[src/rtl/char_stream_sequencer_pkg.sv]
// rtl/char_stream_sequencer_pkg.sv - shared constants, state enum and clog2 helper for the reading stage
package reading_pkg;

    localparam int CHAR_W = 8;
    localparam logic [CHAR_W-1:0] NUL_CHAR = '0;

    typedef enum logic [2:0] {
        IDLE,
        REQ,
        CAPTURE,
        DRAIN,
        DONE
    } seq_state_e;

    // Bits needed to hold values 0 .. value-1; constant-evaluable for port widths.
    function automatic int clog2(input int value);
        int bits;
        bits = 0;
        for (int i = 0; i < 31; i++) begin
            if ((1 << i) < value) begin
                bits = i + 1;
            end
        end
        return bits;
    endfunction

endpackage

[src/rtl/char_stream_sequencer_if.sv]
// rtl/char_stream_sequencer_if.sv - reader request bus and downstream character handshake
interface char_stream_sequencer_if #(
    parameter int CHAR_W = 8
);

    logic              rd_enable;
    logic [CHAR_W-1:0] rd_char;
    logic              rd_finished;

    logic [CHAR_W-1:0] out_char;
    logic              out_valid;
    logic              out_ready;

    modport master (
        output rd_enable,
        input  rd_char,
        input  rd_finished,
        output out_char,
        output out_valid,
        input  out_ready
    );

    modport slave (
        input  rd_enable,
        output rd_char,
        output rd_finished,
        input  out_char,
        input  out_valid,
        output out_ready
    );

endinterface

[src/rtl/char_stream_sequencer_char_fifo.sv]
// rtl/char_stream_sequencer_char_fifo.sv - circular character FIFO with occupancy counter
module char_fifo
    import reading_pkg::*;
#(
    parameter int CHAR_W = 8,
    parameter int DEPTH  = 4,
    localparam int PTR_W = clog2(DEPTH),
    localparam int CNT_W = clog2(DEPTH + 1)
) (
    input  logic              clock,
    input  logic              reset_n,
    input  logic              push,
    input  logic [CHAR_W-1:0] push_data,
    input  logic              pop,
    output logic [CHAR_W-1:0] head,
    output logic              empty,
    output logic              full,
    output logic [CNT_W-1:0]  count
);

    logic [CHAR_W-1:0] mem_q [DEPTH];
    logic [CHAR_W-1:0] mem_d [DEPTH];
    logic [PTR_W-1:0]  wr_ptr_q, wr_ptr_d;
    logic [PTR_W-1:0]  rd_ptr_q, rd_ptr_d;
    logic [CNT_W-1:0]  count_q, count_d;
    logic              push_ok, pop_ok;

    always_comb begin
        pop_ok   = pop && (count_q != '0);
        // A pop in the same cycle frees a slot, so a push into a full FIFO is allowed then.
        push_ok  = push && ((count_q != CNT_W'(DEPTH)) || pop_ok);
        mem_d    = mem_q;
        wr_ptr_d = wr_ptr_q;
        rd_ptr_d = rd_ptr_q;
        count_d  = count_q;
        if (push_ok) begin
            mem_d[wr_ptr_q] = push_data;
            wr_ptr_d        = wr_ptr_q + 1'b1;
        end
        if (pop_ok) begin
            rd_ptr_d = rd_ptr_q + 1'b1;
        end
        if (push_ok && !pop_ok) begin
            count_d = count_q + 1'b1;
        end else if (!push_ok && pop_ok) begin
            count_d = count_q - 1'b1;
        end
    end

    always_ff @(posedge clock or negedge reset_n) begin
        if (!reset_n) begin
            for (int i = 0; i < DEPTH; i++) begin
                mem_q[i] <= '0;
            end
            wr_ptr_q <= '0;
            rd_ptr_q <= '0;
            count_q  <= '0;
        end else begin
            mem_q    <= mem_d;
            wr_ptr_q <= wr_ptr_d;
            rd_ptr_q <= rd_ptr_d;
            count_q  <= count_d;
        end
    end

    assign head  = mem_q[rd_ptr_q];
    assign empty = (count_q == '0);
    assign full  = (count_q == CNT_W'(DEPTH));
    assign count = count_q;

endmodule

[src/rtl/char_stream_sequencer.sv]
// rtl/char_stream_sequencer.sv - drives the character reader, buffers characters and signals end of stream
module char_stream_sequencer
    import reading_pkg::*;
#(
    parameter int CHAR_W     = reading_pkg::CHAR_W,
    parameter int FIFO_DEPTH = 4,
    parameter int MAX_CHARS  = 255,
    localparam int CNT_W     = clog2(MAX_CHARS + 1),
    localparam int OCC_W     = clog2(FIFO_DEPTH + 1)
) (
    input  logic                     clock,
    input  logic                     reset_n,
    input  logic                     start,
    char_stream_sequencer_if.master  bus,
    output logic                     done,
    output logic                     truncated,
    output logic [CNT_W-1:0]         char_count
);

    localparam logic [CNT_W-1:0] MAX_CNT = CNT_W'(MAX_CHARS);
    localparam logic [OCC_W-1:0] FULL_OCC = OCC_W'(FIFO_DEPTH);

    seq_state_e        state_q, state_d;
    logic              rd_enable_q, rd_enable_d;
    logic              done_q, done_d;
    logic              truncated_q, truncated_d;
    logic [CNT_W-1:0]  count_q, count_d;

    logic              push, pop;
    logic [CHAR_W-1:0] fifo_head;
    logic              fifo_empty, fifo_full;
    logic [OCC_W-1:0]  occ, occ_next;

    char_fifo #(
        .CHAR_W (CHAR_W),
        .DEPTH  (FIFO_DEPTH)
    ) u_fifo (
        .clock     (clock),
        .reset_n   (reset_n),
        .push      (push),
        .push_data (bus.rd_char),
        .pop       (pop),
        .head      (fifo_head),
        .empty     (fifo_empty),
        .full      (fifo_full),
        .count     (occ)
    );

    always_comb begin
        state_d     = state_q;
        count_d     = count_q;
        truncated_d = truncated_q;
        push        = 1'b0;
        pop         = !fifo_empty && bus.out_ready;

        case (state_q)
            IDLE: begin
                if (start) begin
                    state_d = REQ;
                end
            end
            REQ: begin
                // rd_enable_q already reflects the space check for this cycle.
                if (rd_enable_q) begin
                    state_d = CAPTURE;
                end
            end
            CAPTURE: begin
                if (bus.rd_finished || (bus.rd_char == CHAR_W'(NUL_CHAR))) begin
                    state_d = DRAIN;
                end else begin
                    push = !fifo_full || pop;
                    if (count_q != MAX_CNT) begin
                        count_d = count_q + 1'b1;
                    end
                    if (count_d == MAX_CNT) begin
                        truncated_d = 1'b1;
                        state_d     = DRAIN;
                    end else begin
                        state_d = REQ;
                    end
                end
            end
            DRAIN: begin
                if (fifo_empty) begin
                    state_d = DONE;
                end
            end
            DONE: begin
                state_d = DONE;
            end
            default: begin
                state_d = IDLE;
            end
        endcase

        occ_next = occ;
        if (push && !pop) begin
            occ_next = occ + 1'b1;
        end else if (!push && pop) begin
            occ_next = occ - 1'b1;
        end

        // Request only when next cycle's occupancy leaves a slot; leaving REQ drops it after one cycle.
        rd_enable_d = (state_d == REQ) && (occ_next < FULL_OCC);
        done_d      = (state_d == DONE);
    end

    always_ff @(posedge clock or negedge reset_n) begin
        if (!reset_n) begin
            state_q     <= IDLE;
            rd_enable_q <= 1'b0;
            done_q      <= 1'b0;
            truncated_q <= 1'b0;
            count_q     <= '0;
        end else begin
            state_q     <= state_d;
            rd_enable_q <= rd_enable_d;
            done_q      <= done_d;
            truncated_q <= truncated_d;
            count_q     <= count_d;
        end
    end

    assign bus.rd_enable = rd_enable_q;
    assign bus.out_valid = !fifo_empty;
    assign bus.out_char  = fifo_head;
    assign done          = done_q;
    assign truncated     = truncated_q;
    assign char_count    = count_q;

endmodule

[src/flat_wrapper.sv]
// flat-port wrapper written by rule: the top's interface ports become plain ports
module char_stream_sequencer_flat import reading_pkg::*;
#(
    parameter int CHAR_W     = reading_pkg::CHAR_W,
    parameter int FIFO_DEPTH = 4,
    parameter int MAX_CHARS  = 255,
    localparam int CNT_W     = clog2(MAX_CHARS + 1),
    localparam int OCC_W     = clog2(FIFO_DEPTH + 1)
)
  (clock, reset_n, start, done, truncated, char_count, bus_rd_enable, bus_rd_char, bus_rd_finished, bus_out_char, bus_out_valid, bus_out_ready);
  char_stream_sequencer_if #(.CHAR_W(CHAR_W)) bus_i ();
  input  logic clock;
  input  logic reset_n;
  input  logic start;
  output logic done;
  output logic truncated;
  output logic [CNT_W-1:0] char_count;
  output wire logic [$bits(bus_i.rd_enable)-1:0] bus_rd_enable;
  input wire logic [$bits(bus_i.rd_char)-1:0] bus_rd_char;
  input wire logic [$bits(bus_i.rd_finished)-1:0] bus_rd_finished;
  output wire logic [$bits(bus_i.out_char)-1:0] bus_out_char;
  output wire logic [$bits(bus_i.out_valid)-1:0] bus_out_valid;
  input wire logic [$bits(bus_i.out_ready)-1:0] bus_out_ready;
  assign bus_rd_enable = bus_i.rd_enable;
  assign bus_i.rd_char = bus_rd_char;
  assign bus_i.rd_finished = bus_rd_finished;
  assign bus_out_char = bus_i.out_char;
  assign bus_out_valid = bus_i.out_valid;
  assign bus_i.out_ready = bus_out_ready;
  char_stream_sequencer #(.CHAR_W(CHAR_W), .FIFO_DEPTH(FIFO_DEPTH), .MAX_CHARS(MAX_CHARS)) u_core (.clock(clock), .reset_n(reset_n), .start(start), .bus(bus_i), .done(done), .truncated(truncated), .char_count(char_count));
endmodule
[config.mk]
export PLATFORM = sky130hd
export DESIGN_NAME = char_stream_sequencer_flat
export DESIGN_NICKNAME = d
export VERILOG_FILES = /design/src/rtl/char_stream_sequencer_pkg.sv /design/src/rtl/char_stream_sequencer_if.sv /design/src/rtl/char_stream_sequencer_char_fifo.sv /design/src/rtl/char_stream_sequencer.sv /design/src/flat_wrapper.sv
export SDC_FILE = /design/constraint.sdc
export NUM_CORES = 1
export LEC_CHECK = 0
export BUFFER_PORTS_ARGS = -buffer_cell sky130_fd_sc_hd__buf_2
export CORE_MARGIN = 3
export CORE_UTILIZATION = 25
export DETAILED_ROUTE_END_ITERATION = 10
export PLACE_DENSITY_LB_ADDON = 0.05
export SLEW_MARGIN = 30
export SYNTH_ARGS = -nofsm -noshare
export SYNTH_HDL_FRONTEND = slang
export SYNTH_HIERARCHICAL = 1
export SYNTH_SLANG_ARGS = --single-unit
export TNS_END_PERCENT = 50
[constraint.sdc]
create_clock -name clock -period 3.85 [get_ports clock]
set_input_delay 0.77 -clock clock [delete_from_list [all_inputs] [get_ports clock]]
set_output_delay 0.77 -clock clock [all_outputs]
set_load 0.02 [all_outputs]
==> reports/metrics.cfg <==
[floorplanning]
die_x_um = 113.3
dieArea_um2 = 12840
row_count = 38
ioPinCount = 33
start_util = 0.2610
core_um2 = 11030
chipHeight_um = 113.3

[synthesis]
syn_inst = 220
synth_area_um2 = 2879
ys_seq_elements = 53
syn_area_per_cell_um2 = 13.09
synth_edf_count = 0
ys_seq_area_frac = 0.4607
ys_warn_count = 6
ys.flop_type = dfrtp_1
ys_types = 45
async_flop_share = 1.000
synth_fp_nets = 240

[worst_setup_path]
critical_path.max_fanout = 5
start_kind = input port
cp_slowest_cell = nor4_1
rr_startpoint = u_core/u_fifo/count[0]
max_stage_delay_ps = 760
critical_path_arrival_ps = 3310
critical_path.top_delay_family = simple AND/OR/NAND/NOR gates
crit_path_end_kind = flop
required_ps = 4040
path_class = in -> reg
cp-startpoint = bus_rd_char[5]
worstPathBufferInverterCount = 3
crit_path_cell_trace = buf_2 -> nor4_1 -> a21oi_1 -> nand2_1 -> a21oi_1 -> nand2_1 -> inv_1 -> ha_1 -> inv_1 -> fa_1 -> mux2_2

[sta]
final.setup.tns_ps = 0
tightest_slew_ps = 860.1
rsz0062_at_grt = no
final_min_period_over_clock_period = 0.8100
relSlewSlack = 0.4213
fmax_mhz = 320.7
hold_ws_ps = 489.9
maxSlewViolCount = 0
fin_ws_ps = 731.6
hold_viol = 0
setup_viol = 0
min_period_ps = 3118
clock_skew_ps = 6.015

[clock_tree]
cts_resized = 0
cts.path.max_buffers = 2
cts_max_level = 2
path_clk_slew_ps = 70
cts_tree = yes
clock-sinks = 53
numCtsBuffers = 5
clock_latency_ps = 300
cts_hold_buf = 0
postCtsSetupBuffers = 0
clockRootBuffer = clkbuf_16

[pwr]
leakage_nw = 1.469
p_per_area_nw_per_um2 = 751.5
finalPower_mw = 2.478
max-vdd-ir-drop_mv = 0.2940

[placement]
placed_cells = 383
dp_slack_ps = 417.7
port_buffers = 32
placed_area_um2 = 3151
dp_hpwl_um = 4522
place.gp.congestion = 0.7083

[route]
drc_errors = 0
wl_per_cell_um = 17.51
ant_nets = 0
vias_per_cell = 4.711
vias = 1842
dr.pass1.iters = 4
drt_iter0_drc = 56
finalWirelength_um = 6845

[grt]
overflow = 0
grt.busiest_layer = met2
track_usage = 0.1132
use_met1 = 0.1521
grt_pass1_wl_um = 11030
grt_max_degree = 29
grt_util_met2 = 0.1750
grt_use_met3 = 0.02888
grt_antenna_before_repair = 0
grt_pass1_vias = 1991

[finish]
instances_no_fill = 391
area_growth_pct = 14.52
multiInputGateArea_um2 = 1436
seqCellArea_um2 = 1326
diodes = 0
nNetsFinal = 270
fin_area_um2 = 3297
layout-drive-gt1-share = 0.3785
fin_util = 0.2989
n_fill_cell = 1152

[flow_run]
cap_violations = 0

[min_path]
min_path_type = reg -> reg
holdCritStartpoint = u_core/truncated

[status]
status = finished, final reports clean

-- flip-flops by register name, summed over array words and instances (netlist names) --
register,count
u_core/bus.rd_enable,1
u_core/char_count,8
u_core/done,1
u_core/state_q,3
u_core/truncated,1
u_core/u_fifo/count,3
u_core/u_fifo/mem_q,32
u_core/u_fifo/rd_ptr_q,2
u_core/u_fifo/wr_ptr_q,2
-- worst reg2reg max path: stages, from the launching register on --
cell      delay [ps]
dfrtp_1          470
nor3_1           200
buf_4            150
nand2b_1         140
inv_1             90
or4b_4           580
nand2_1          150
inv_1             60
ha_1             220
inv_1             70
fa_1             400
mux2_2           260
-- worst paths after layout --
check	endpoint	slack, ps	cells past startpoint
max	u_core/u_fifo/count[1]	730	11
min	u_core/truncated	490	1
max reg2reg	u_core/u_fifo/count[1]	940	11
min reg2reg	u_core/truncated	490	1
max in group asynchronous	u_core/char_count[6]	2500	2
min in group asynchronous	u_core/u_fifo/mem_q[30]	510	1
-- layer usage --
| layer | up-vias | part of all wire | routed length [µm] |
|---|---|---|---|
| met5 | - | 0 | 0 |
| met4 | 0 | 0.019 | 131 |
| met3 | 12 | 0.041 | 283 |
| met2 | 41 | 0.45 | 3080 |
| met1 | 927 | 0.49 | 3350 |
| li1 | 862 | - | - |
-- logic make-up (layout without fill, tap and decap cells) --
group,Yosys count,in the layout,synth area share
fa+ha+maj,7,7,0.03303
compound gates,25,25,0.05867
mux,46,46,0.2521
buf+inv,21,52,0.04041
xor+xnor,9,9,0.02738
simple gates,59,59,0.1278
flops,53,53,0.4607
-- cells in the final DEF, fill, tap and decap left out, types with 2 or more instances in the layout --
cell type,n
xnor2_1,7
or4_1,2
nand3_1,2
ha_1,6
xor2_1,2
mux2_2,4
nor3_1,8
and3_4,4
mux2_4,32
nor4_1,3
buf_4,2
and4_1,2
nand4_1,3
nand2_1,12
dfrtp_1,53
inv_1,10
mux4_2,8
nor2_1,7
nand3b_1,2
nor3b_1,2
a21oi_1,11
o21ai_0,4
buf_2,32
clkbuf_16,5
o22ai_1,2
nand2b_1,4
mux2i_1,2
-- where the power goes --
part | internal (mW) | switching (mW) | leakage [nW] | total (mW)
clock network | 0.243 | 0.227 | 0.0702 | 0.470
registers | 0.772 | 0.248 | 0.677 | 1.02
logic | 0.546 | 0.441 | 0.721 | 0.987
-- cells in the mapped netlist (2+ instances only) --
| cell | number | area share |
|---|---|---|
| inv_1 | 10 | 0.013 |
| or4_1 | 2 | 0.0052 |
| nor3_1 | 8 | 0.014 |
| xor2_1 | 2 | 0.0061 |
| nand3b_1 | 2 | 0.0052 |
| nand2_1 | 12 | 0.016 |
| nor3b_1 | 2 | 0.0052 |
| nor2_1 | 7 | 0.0091 |
| buf_2 | 5 | 0.0087 |
| nand2b_1 | 4 | 0.0087 |
| nand4_1 | 3 | 0.0065 |
| xnor2_1 | 7 | 0.021 |
| nor4_1 | 3 | 0.0065 |
| a21oi_1 | 11 | 0.019 |
| mux2_2 | 4 | 0.016 |
| mux4_2 | 8 | 0.063 |
| and4_1 | 2 | 0.0061 |
| o21ai_0 | 4 | 0.0070 |
| mux2_4 | 32 | 0.17 |
| o22ai_1 | 2 | 0.0043 |
| and3_4 | 4 | 0.016 |
| nand3_1 | 2 | 0.0035 |
| buf_6 | 4 | 0.016 |
| mux2i_1 | 2 | 0.0070 |
| dfrtp_1 | 53 | 0.46 |
| ha_1 | 6 | 0.026 |
-- cell type report --
| cell class | instances | area share |
|---|---|---|
| Tap cell | 140 | 0.05313 |
| Inverter | 10 | 0.01139 |
| Clock buffer | 5 | 0.03795 |
| Sequential cell | 53 | 0.4023 |
| Timing Repair Buffer | 34 | 0.05313 |
| Clock inverter | 3 | 0.006452 |
| Multi-Input combinational cell | 146 | 0.4357 |
Power figures use the tool's default switching activity.
